### src/rtl/mem_port_arbiter.sv
// ============================================================================
// mem_port_arbiter: round-robin share of one single-port memory between the
// Y86 fetch and data requesters, with registered one-cycle ready pulses.
// Revision: 1.0
// ============================================================================
`default_nettype none

module mem_port_arbiter #(
  parameter int ADDR_W = 16,
  parameter int DATA_W = 64
) (
  input  logic              clk,
  input  logic              resetn,
  input  logic              i_req,
  input  logic [ADDR_W-1:0] i_addr,
  output logic              i_ready,
  output logic [DATA_W-1:0] i_rdata,
  input  logic              d_req,
  input  logic              d_we,
  input  logic [ADDR_W-1:0] d_addr,
  input  logic [DATA_W-1:0] d_wdata,
  output logic              d_ready,
  output logic [DATA_W-1:0] d_rdata,
  output logic              mem_req,
  output logic              mem_we,
  output logic [ADDR_W-1:0] mem_addr,
  output logic [DATA_W-1:0] mem_wdata,
  input  logic              mem_ack,
  input  logic [DATA_W-1:0] mem_rdata
);

  typedef enum logic [2:0] {
    S_IDLE   = 3'd0,
    S_BUSY_I = 3'd1,
    S_BUSY_D = 3'd2,
    S_DONE_I = 3'd3,
    S_DONE_D = 3'd4
  } state_t;

  state_t              state_q;
  logic                last_d_q;
  logic                mem_req_q;
  logic                mem_we_q;
  logic [ADDR_W-1:0]   mem_addr_q;
  logic [DATA_W-1:0]   mem_wdata_q;
  logic                i_ready_q;
  logic                d_ready_q;
  logic [DATA_W-1:0]   i_rdata_q;
  logic [DATA_W-1:0]   d_rdata_q;

  logic pick_i;
  logic pick_d;

  // On a tie the port that did not win last time is served.
  assign pick_i = i_req && (!d_req || last_d_q);
  assign pick_d = d_req && !pick_i;

  always_ff @(posedge clk or negedge resetn) begin
    if (!resetn) begin
      state_q     <= S_IDLE;
      last_d_q    <= 1'b1;
      mem_req_q   <= 1'b0;
      mem_we_q    <= 1'b0;
      mem_addr_q  <= '0;
      mem_wdata_q <= '0;
      i_ready_q   <= 1'b0;
      d_ready_q   <= 1'b0;
      i_rdata_q   <= '0;
      d_rdata_q   <= '0;
    end else begin
      case (state_q)
        S_IDLE: begin
          i_ready_q <= 1'b0;
          d_ready_q <= 1'b0;
          if (pick_i) begin
            mem_req_q   <= 1'b1;
            mem_we_q    <= 1'b0;
            mem_addr_q  <= i_addr;
            mem_wdata_q <= '0;
            last_d_q    <= 1'b0;
            state_q     <= S_BUSY_I;
          end else if (pick_d) begin
            mem_req_q   <= 1'b1;
            mem_we_q    <= d_we;
            mem_addr_q  <= d_addr;
            mem_wdata_q <= d_wdata;
            last_d_q    <= 1'b1;
            state_q     <= S_BUSY_D;
          end else begin
            mem_req_q <= 1'b0;
          end
        end
        S_BUSY_I: begin
          if (mem_ack) begin
            mem_req_q <= 1'b0;
            i_rdata_q <= mem_rdata;
            i_ready_q <= 1'b1;
            state_q   <= S_DONE_I;
          end
        end
        S_BUSY_D: begin
          if (mem_ack) begin
            mem_req_q <= 1'b0;
            if (!mem_we_q) begin
              d_rdata_q <= mem_rdata;
            end
            d_ready_q <= 1'b1;
            state_q   <= S_DONE_D;
          end
        end
        S_DONE_I: begin
          i_ready_q <= 1'b0;
          state_q   <= S_IDLE;
        end
        S_DONE_D: begin
          d_ready_q <= 1'b0;
          state_q   <= S_IDLE;
        end
        default: begin
          mem_req_q <= 1'b0;
          i_ready_q <= 1'b0;
          d_ready_q <= 1'b0;
          state_q   <= S_IDLE;
        end
      endcase
    end
  end

  assign mem_req   = mem_req_q;
  assign mem_we    = mem_we_q;
  assign mem_addr  = mem_addr_q;
  assign mem_wdata = mem_wdata_q;
  assign i_ready   = i_ready_q;
  assign d_ready   = d_ready_q;
  assign i_rdata   = i_rdata_q;
  assign d_rdata   = d_rdata_q;

endmodule

`default_nettype wire

### config.mk
export PLATFORM = sky130hd
export DESIGN_NAME = mem_port_arbiter
export DESIGN_NICKNAME = d
export VERILOG_FILES = /design/src/rtl/mem_port_arbiter.sv
export SDC_FILE = /design/constraint.sdc
export NUM_CORES = 1
export LEC_CHECK = 0
export ABC_CLOCK_PERIOD_IN_PS = 3800
export CORE_MARGIN = 2
export CORE_UTILIZATION = 25
export DETAILED_ROUTE_END_ITERATION = 7
export PLACE_DENSITY_LB_ADDON = 0.05
export SETUP_SLACK_MARGIN = 0.1
export SLEW_MARGIN = 20
export SYNTH_ARGS = -nofsm -noshare
export SYNTH_HDL_FRONTEND = slang
export SYNTH_SLANG_ARGS = --single-unit
### constraint.sdc
create_clock -name clk -period 3.8 [get_ports clk]
set_input_delay 0.57 -clock clk [delete_from_list [all_inputs] [get_ports clk]]
set_output_delay 0.57 -clock clk [all_outputs]
set_load 0.02 [all_outputs]
==> metrics, run 1 <==
layout cells sized above 1=20.6%; NetSw=0.00473 W; crit-path cells=nor3_4, nand2_2, buf_12, a22o_1; Antenna Nets Post-Route=0; Mapped Nets=718; total grt overflow=0; crit start category=flip-flop; Pre-antenna DRT Iters=4; die footprint=34500 µm²; # rows=66; Compound-Gate Fraction of Synth Area=11.2%; Residual DRC=0; Yosys warnings=0; DR iter-0 viols=165; post-synthesis mux area share=17.5%; outcome=finished clean; starting density of the core=25.4%; pre-CTS setup slack=942 ps; vias in the first global route=6677; Power Internal=0.00826 W; gpl congestion=0.782; Pins Over Slew Limit=0; CTS resizes=0; final WL=26400 µm; H-tree lvl count=1; Critical Path RT=4200 ps; Reg power frac=32.1%; reg2reg path depth=4; Critical Path AT=2940 ps; Synth Area in XOR/XNOR=0%; PnR worst setup slack=1270 ps; Worst Skew=8.16 ps; Max clock buf depth=3; Fmax=395 MHz; drt wl/cell=19.0 µm; Worst Hold Class=in2async; peak supply drop=467 µV; I/O pin cnt=378; Skew-Pair Late Insertion Delay=520 ps; TNS Setup=0 ps; Pwr per Cell Area=969 nW/µm²; die width=186 µm; Rel. slew slack=44.0%; combinational share of power=47.8%; CP max-delay cell=nor3_4; Final #Nets=1090; first-pass GRT wire length=39500 µm; syn_area_per_cell=15.0 µm²; Critical Path Sink Type=flip-flop; Num CTS Buffers=26; final setup fails=0; Synth Area in Simple Gates=2.61%; CP peak stage delay=670 ps; Final Hold Fails=0; adder-cell share of the synthesized area=0%; post-synthesis cell area=8260 µm²; worst slew pin tran=840 ps; largest net degree at the start of global routing=104; largest family of logic cells by synthesized area=multiplexers; Root Driver=clkbuf_16; post-route minimum period=2530 ps; Pleak=5.48 nW; Final Cycle Share=66.7%; R2R Path End=mem_wdata[59]; sw frac=36.4%; Cell variety after synth=33; CTS Hold Bufs=0; max-cap violations=0; RSZ-0062 raised after global routing=no; critical path class=reg2reg; DIE HEIGHT=186 µm; Clk network pwr share=20.1%; TritonCTS Sinks=216; #FFs+latches synth=216; vias per cell=4.42; antenna violations before repair=1; Post-CTS Setup Repair Bufs=0; synthesis-to-layout area growth=62.2%; setup slack, reg-to-reg=1270 ps; Core Area=32500 µm²; gr usage total=14.8%; critical path peak fanout=38; cells after synthesis=552; PortBufs=377; CTS tree=built; worst r2r src=state_q[1]; DP HPWL=18400 µm; clk slew on worst S/H paths=60 ps; Via Count=6129; sequential area share after synthesis=65.5%
==> kinds of logic (layout without fill, tap and decap cells) <==
family | count (synthesis) | in the layout
multiplexers | 128 | 128
AO/OA/AOI/OAI | 127 | 127
other | 0 | 2
AND/OR/NAND/NOR | 36 | 36
flip-flops | 216 | 216
buffers and inverters | 45 | 437
==> power by group through the flow <==
stage	Sequential, W	Clock [W]	Combinational [W]
4_1_cts	0.00419	0.00270	0.00629
3_5_place_dp	0.00420	0	0.00630
6_report	0.00417	0.00261	0.00620
2_1_floorplan	0.00551	0	0.00180
3_3_place_gp	0.00419	0	0.00622
5_1_grt	0.00433	0.00281	0.00658
==> state kept, by name, indices dropped and copies added (netlist names) <==
signal     cells
d_rdata       64
i_rdata       64
mem_wdata     64
mem_addr      16
state_q        3
d_ready        1
i_ready        1
last_d_q       1
mem_req        1
mem_we         1
==> layout by cell type, fill, tap and decap left out, types with 2 or more instances in the layout <==
master | netlist | final
clkdlybuf4s50_1 | 0 | 376
dfrtp_1 | 215 | 215
mux2_2 | 128 | 128
a22o_1 | 65 | 65
clkbuf_16 | 0 | 27
a21oi_1 | 20 | 20
o21ai_0 | 18 | 18
nand3_1 | 17 | 17
a31oi_1 | 16 | 16
clkinvlp_4 | 0 | 6
buf_4 | 13 | 5
clkbuf_8 | 0 | 4
clkinv_2 | 0 | 4
buf_12 | 0 | 4
inv_1 | 3 | 3
bufinv_16 | 0 | 3
diode_2 | 0 | 2
nand2b_1 | 2 | 2
nor3_1 | 2 | 2
nor2_1 | 2 | 2
nor2b_1 | 3 | 2
o211ai_1 | 2 | 2
clkinv_4 | 0 | 2
==> how the worst max path moves through the flow <==
stage / startpoint / end / slack (ps) / cells past startpoint
floorplan: mem_ack / d_rdata[10] / 2090 / 5
global placement: mem_ack / d_rdata[24] / 1000 / 5
detailed placement: mem_ack / d_rdata[55] / 940 / 5
CTS: state_q[1] / mem_wdata[8] / 1280 / 4
global route: state_q[1] / mem_wdata[59] / 1130 / 4
finish: state_q[1] / mem_wdata[59] / 1270 / 4
==> per-layer routing <==
metal	track usage, %	up-vias	part of all wire, %
met5	0	-	0
met4	4.09	0	2.3
met3	6.05	39	10
met2	24.5	283	47
met1	17.6	3035	40
li1	-	2772	-
==> per-stage QoR <==
| step | power, W | std cells | area, µm² | hold slack, ps | util [%] |
|---|---|---|---|---|---|
| final | 0.0130 | 1388 | 13400 | 112 | 41.2 |
| after global routing | 0.0137 | 1387 | 13400 | 163 | 41.2 |
| after CTS | 0.0132 | 1386 | 13400 | 124 | 41.2 |
| after detailed placement | 0.0105 | 1338 | 12500 | 491 | 38.3 |
| after global placement | 0.0104 | 1338 | 12500 | 486 | 38.3 |
| after floorplan | 0.00731 | 552 | 8260 | 274 | - |
==> final cells by class <==
type                    instances  area, µm²
clock inverters                16        181
flip-flops and latches        216       5410
diodes                          2       5.00
repair buffers                386       3900
inverters                       3       11.3
multi-input cells             291       2610
well taps                     442        553
fillers                      3108      19100
clock buffers                  32        734
==> Yosys cell counts (all sizes together) <==
library cell	count	area [µm²]
or4b	1	10.0
nor2	2	7.51
mux2	128	1440
o211ai	2	15.0
o31a	1	8.76
a31oi	16	100
nand4	1	6.26
buf	29	209
a211o	1	8.76
a21o	1	7.51
and4bb	1	12.5
and3	1	6.26
nor4b	1	8.76
nand3b	1	7.51
nor2b	3	18.8
a22o	65	569
dfstp	1	26.3
nand2b	2	12.5
inv	3	11.3
nand2	2	7.51
o21ba	1	10.0
a32oi	1	8.76
or2	1	6.26
clkbuf	13	48.8
dfrtp	215	5380
nand3	17	85.1
o21ai	18	90.1
a21oi	21	109
nor3	3	26.3
==> critical path, delay by kind of cell (launching register included) <==
family	cells	cell delay (ps)
and+or+nand+nor	2	1250
DFF	1	530
buffers and inverters	1	360
AOI/OAI and AO/OA	1	250
No activity file was read; power rests on OpenSTA's default activity.
==> inputs of run 2 (changes only) <==
- ABC_CLOCK_PERIOD_IN_PS: 3800 -> 2570
- clock period: 3.8 -> 2.57 ns (I/O delays scaled with it)
==> run 2 against run 1 <==
Against the previous run:
- critical path depth down 3
- power up 46%
- clock skew down 1.6 ps
- via count up 0.62%
- die area unchanged
- flip-flop and latch count unchanged
- combinational power up 49%
- cell count up 0.14%
- first-iteration DRC count up 1.8%
- hold slack better by 320 ps
- critical endpoint is now mem_we
==> metrics, run 2 (same netlist as run 1, synthesis figures left out) <==
outcome=finished clean (unchanged); Final Hold Fails=0 (unchanged); placed cells=1345 (was 1338); DR iter-0 viols=168 (was 165); Placed Area=12600 µm² (was 12500 µm²); Antenna Nets Post-Route=0 (unchanged); Fmax=497 MHz; Pleak=5.50 nW (was 5.48 nW); vias in the first global route=6806 (was 6677); setup slack, reg-to-reg=580 ps (was 1270 ps); # rows=66 (unchanged); Critical Path Sink Type=output pin (was flip-flop); total grt overflow=0 (unchanged); grt met2 use=25.4% (was 24.5%); DIE HEIGHT=186 µm (unchanged); post-route minimum period=2010 ps; final std cells w/o fill=1390 (was 1388); Final #Nets=1098 (was 1090); Skew-Pair Late Insertion Delay=530 ps (was 520 ps); starting density of the core=25.4% (unchanged); layout cells sized above 1=20.4% (was 20.6%); peak supply drop=617 µV (was 467 µV); reg2reg path depth=5 (was 4); Final Cycle Share=78.3%; most frequent cells in the layout=clkdlybuf4s50_1 (376), dfrtp_1 (215), mux2_2 (128) (unchanged); CP endpoint=mem_we (was mem_wdata[59]); PortBufs=377 (unchanged); design area=13400 µm² (about the same); critical path peak fanout=3 (was 38); die width=186 µm (unchanged); Max clock buf depth=3 (unchanged); WP depth=1 (was 4); TNS Setup=0 ps (unchanged); CP max-delay cell=clkdlybuf4s50_1 (was nor3_4); DP HPWL=18700 µm (was 18400 µm); Num CTS Buffers=26 (unchanged); die footprint=34500 µm² (unchanged); Pins Over Slew Limit=0 (unchanged); critical path's top delay family=buffers and inverters (was simple AND/OR/NAND/NOR gates); most common cell after layout, fill and taps aside=clkdlybuf4s50_1 (unchanged); drt wl/cell=19.1 µm (was 19.0 µm); WP buf/inv=1 (unchanged); Critical Path AT=1630 ps (was 2940 ps); CTS Hold Bufs=1 (was 0); Root Driver=clkbuf_16 (unchanged); Via Count=6167 (was 6129); crit start category=flip-flop (unchanged); Critical Path RT=2180 ps (was 4200 ps); antenna violations before repair=2 (was 1); R2R Path End=i_rdata[59] (was mem_wdata[59]); vias per cell=4.44 (was 4.42); Worst setup startpoint=mem_we (was state_q[1]); CTS resizes=0 (unchanged); Pre-antenna DRT Iters=5 (was 4); RSZ-0062 raised after global routing=no (unchanged); PnR worst setup slack=558 ps (was 1270 ps); worst slew pin tran=761 ps (was 840 ps); clk slew on worst S/H paths=60 ps (about the same); final setup fails=0 (unchanged); gr usage total=14.9% (was 14.8%); largest net degree at the start of global routing=72 (was 104); Rel. slew slack=49.3% (was 44.0%); Pwr per Cell Area=1410 nW/µm² (was 969 nW/µm²); final WL=26600 µm (was 26400 µm); Core Area=32500 µm² (unchanged); busiest grt layer=met2 (unchanged); routing usage on met1=17.3% (was 17.6%); worst r2r src=state_q[0] (was state_q[1]); Layout fillers=3109 (was 3108); CP peak stage delay=670 ps (about the same); crit-path cells=clkdlybuf4s50_1 (was nor3_4, nand2_2, buf_12, a22o_1); post-layout util=41.2% (about the same); Global Route met3 Usage=6.05% (unchanged); Worst Hold Class=in2reg (was in2async); first-pass GRT wire length=39800 µm (was 39500 µm); CTS tree=built (unchanged); pre-CTS setup slack=289 ps (was 942 ps); H-tree lvl count=1 (unchanged); max-cap violations=0 (unchanged); Residual DRC=0 (unchanged); synthesis-to-layout area growth=62.2% (about the same); TritonCTS Sinks=216 (unchanged); I/O pin cnt=378 (unchanged); Post-CTS Setup Repair Bufs=0 (unchanged); critical path class=reg2out (was reg2reg); Worst Skew=6.58 ps (was 8.16 ps); gpl congestion=0.741 (was 0.782)
run 2: cell types whose count changed in the layout (fill, tap and decap cells not counted), sizes merged:
cell         previous run  this run
buf                    10        17
diode                   2         1
dlygate4sd3             0         1
clkinvlp                6         0
clkinv                  6         4
clkbuf                 32        38
bufinv                  3         0
run 2: worst min-delay path by stage:
stage	from	to	slack [ps]	cells past startpoint
detailed placement	resetn	i_rdata[41]	410	1
finish	i_addr[4]	mem_addr[4]	430	3
global route	i_addr[8]	mem_addr[8]	420	3
floorplan	resetn	d_rdata[0]	90	0
global placement	resetn	i_rdata[34]	410	1
CTS	i_addr[8]	mem_addr[8]	410	3
run 2: per-stage QoR:
| stage | power [W] | hold WS, ps |
|---|---|---|
| after floorplan | 0.0108 | 89.9 |
| after global placement | 0.0154 | 405 |
| after detailed placement | 0.0156 | 414 |
| after CTS | 0.0192 | 411 |
| after global routing | 0.0200 | 423 |
| final | 0.0189 | 435 |
run 2: routing by layer:
layer  share of wire [%]  vias to the layer above
met3                  11                       35
met4                 1.9                        2
met1                  39                     3073
met2                  48                      271
met5               0.049                        -
li1                    -                     2786
run 2: layout make-up:
type                            count  area [µm²]  share of cell area (%)
Tap cell                          442         553                    4.13
Multi-Input combinational cell    291        2610                    19.5
Sequential cell                   216        5410                    40.4
Antenna cell                        1        2.50                  0.0187
Clock inverter                      5        28.8                   0.215
Clock buffer                       38         787                    5.88
Inverter                            3        11.3                  0.0841
Timing Repair Buffer              394        4000                    29.8
run 2: tightest hold or removal path, stage by stage:
cell and delay (ps):
clkdlybuf4s50_1 400, nand3_1 70, a31oi_1 70
run 2: power by group:
part           internal, W  switching, W  total [W]  leakage, nW
Clock              0.00210       0.00140    0.00350        0.408
Combinational      0.00476       0.00445    0.00921         2.46
Sequential         0.00516       0.00104    0.00619         2.64
Total               0.0120       0.00688     0.0189         5.50
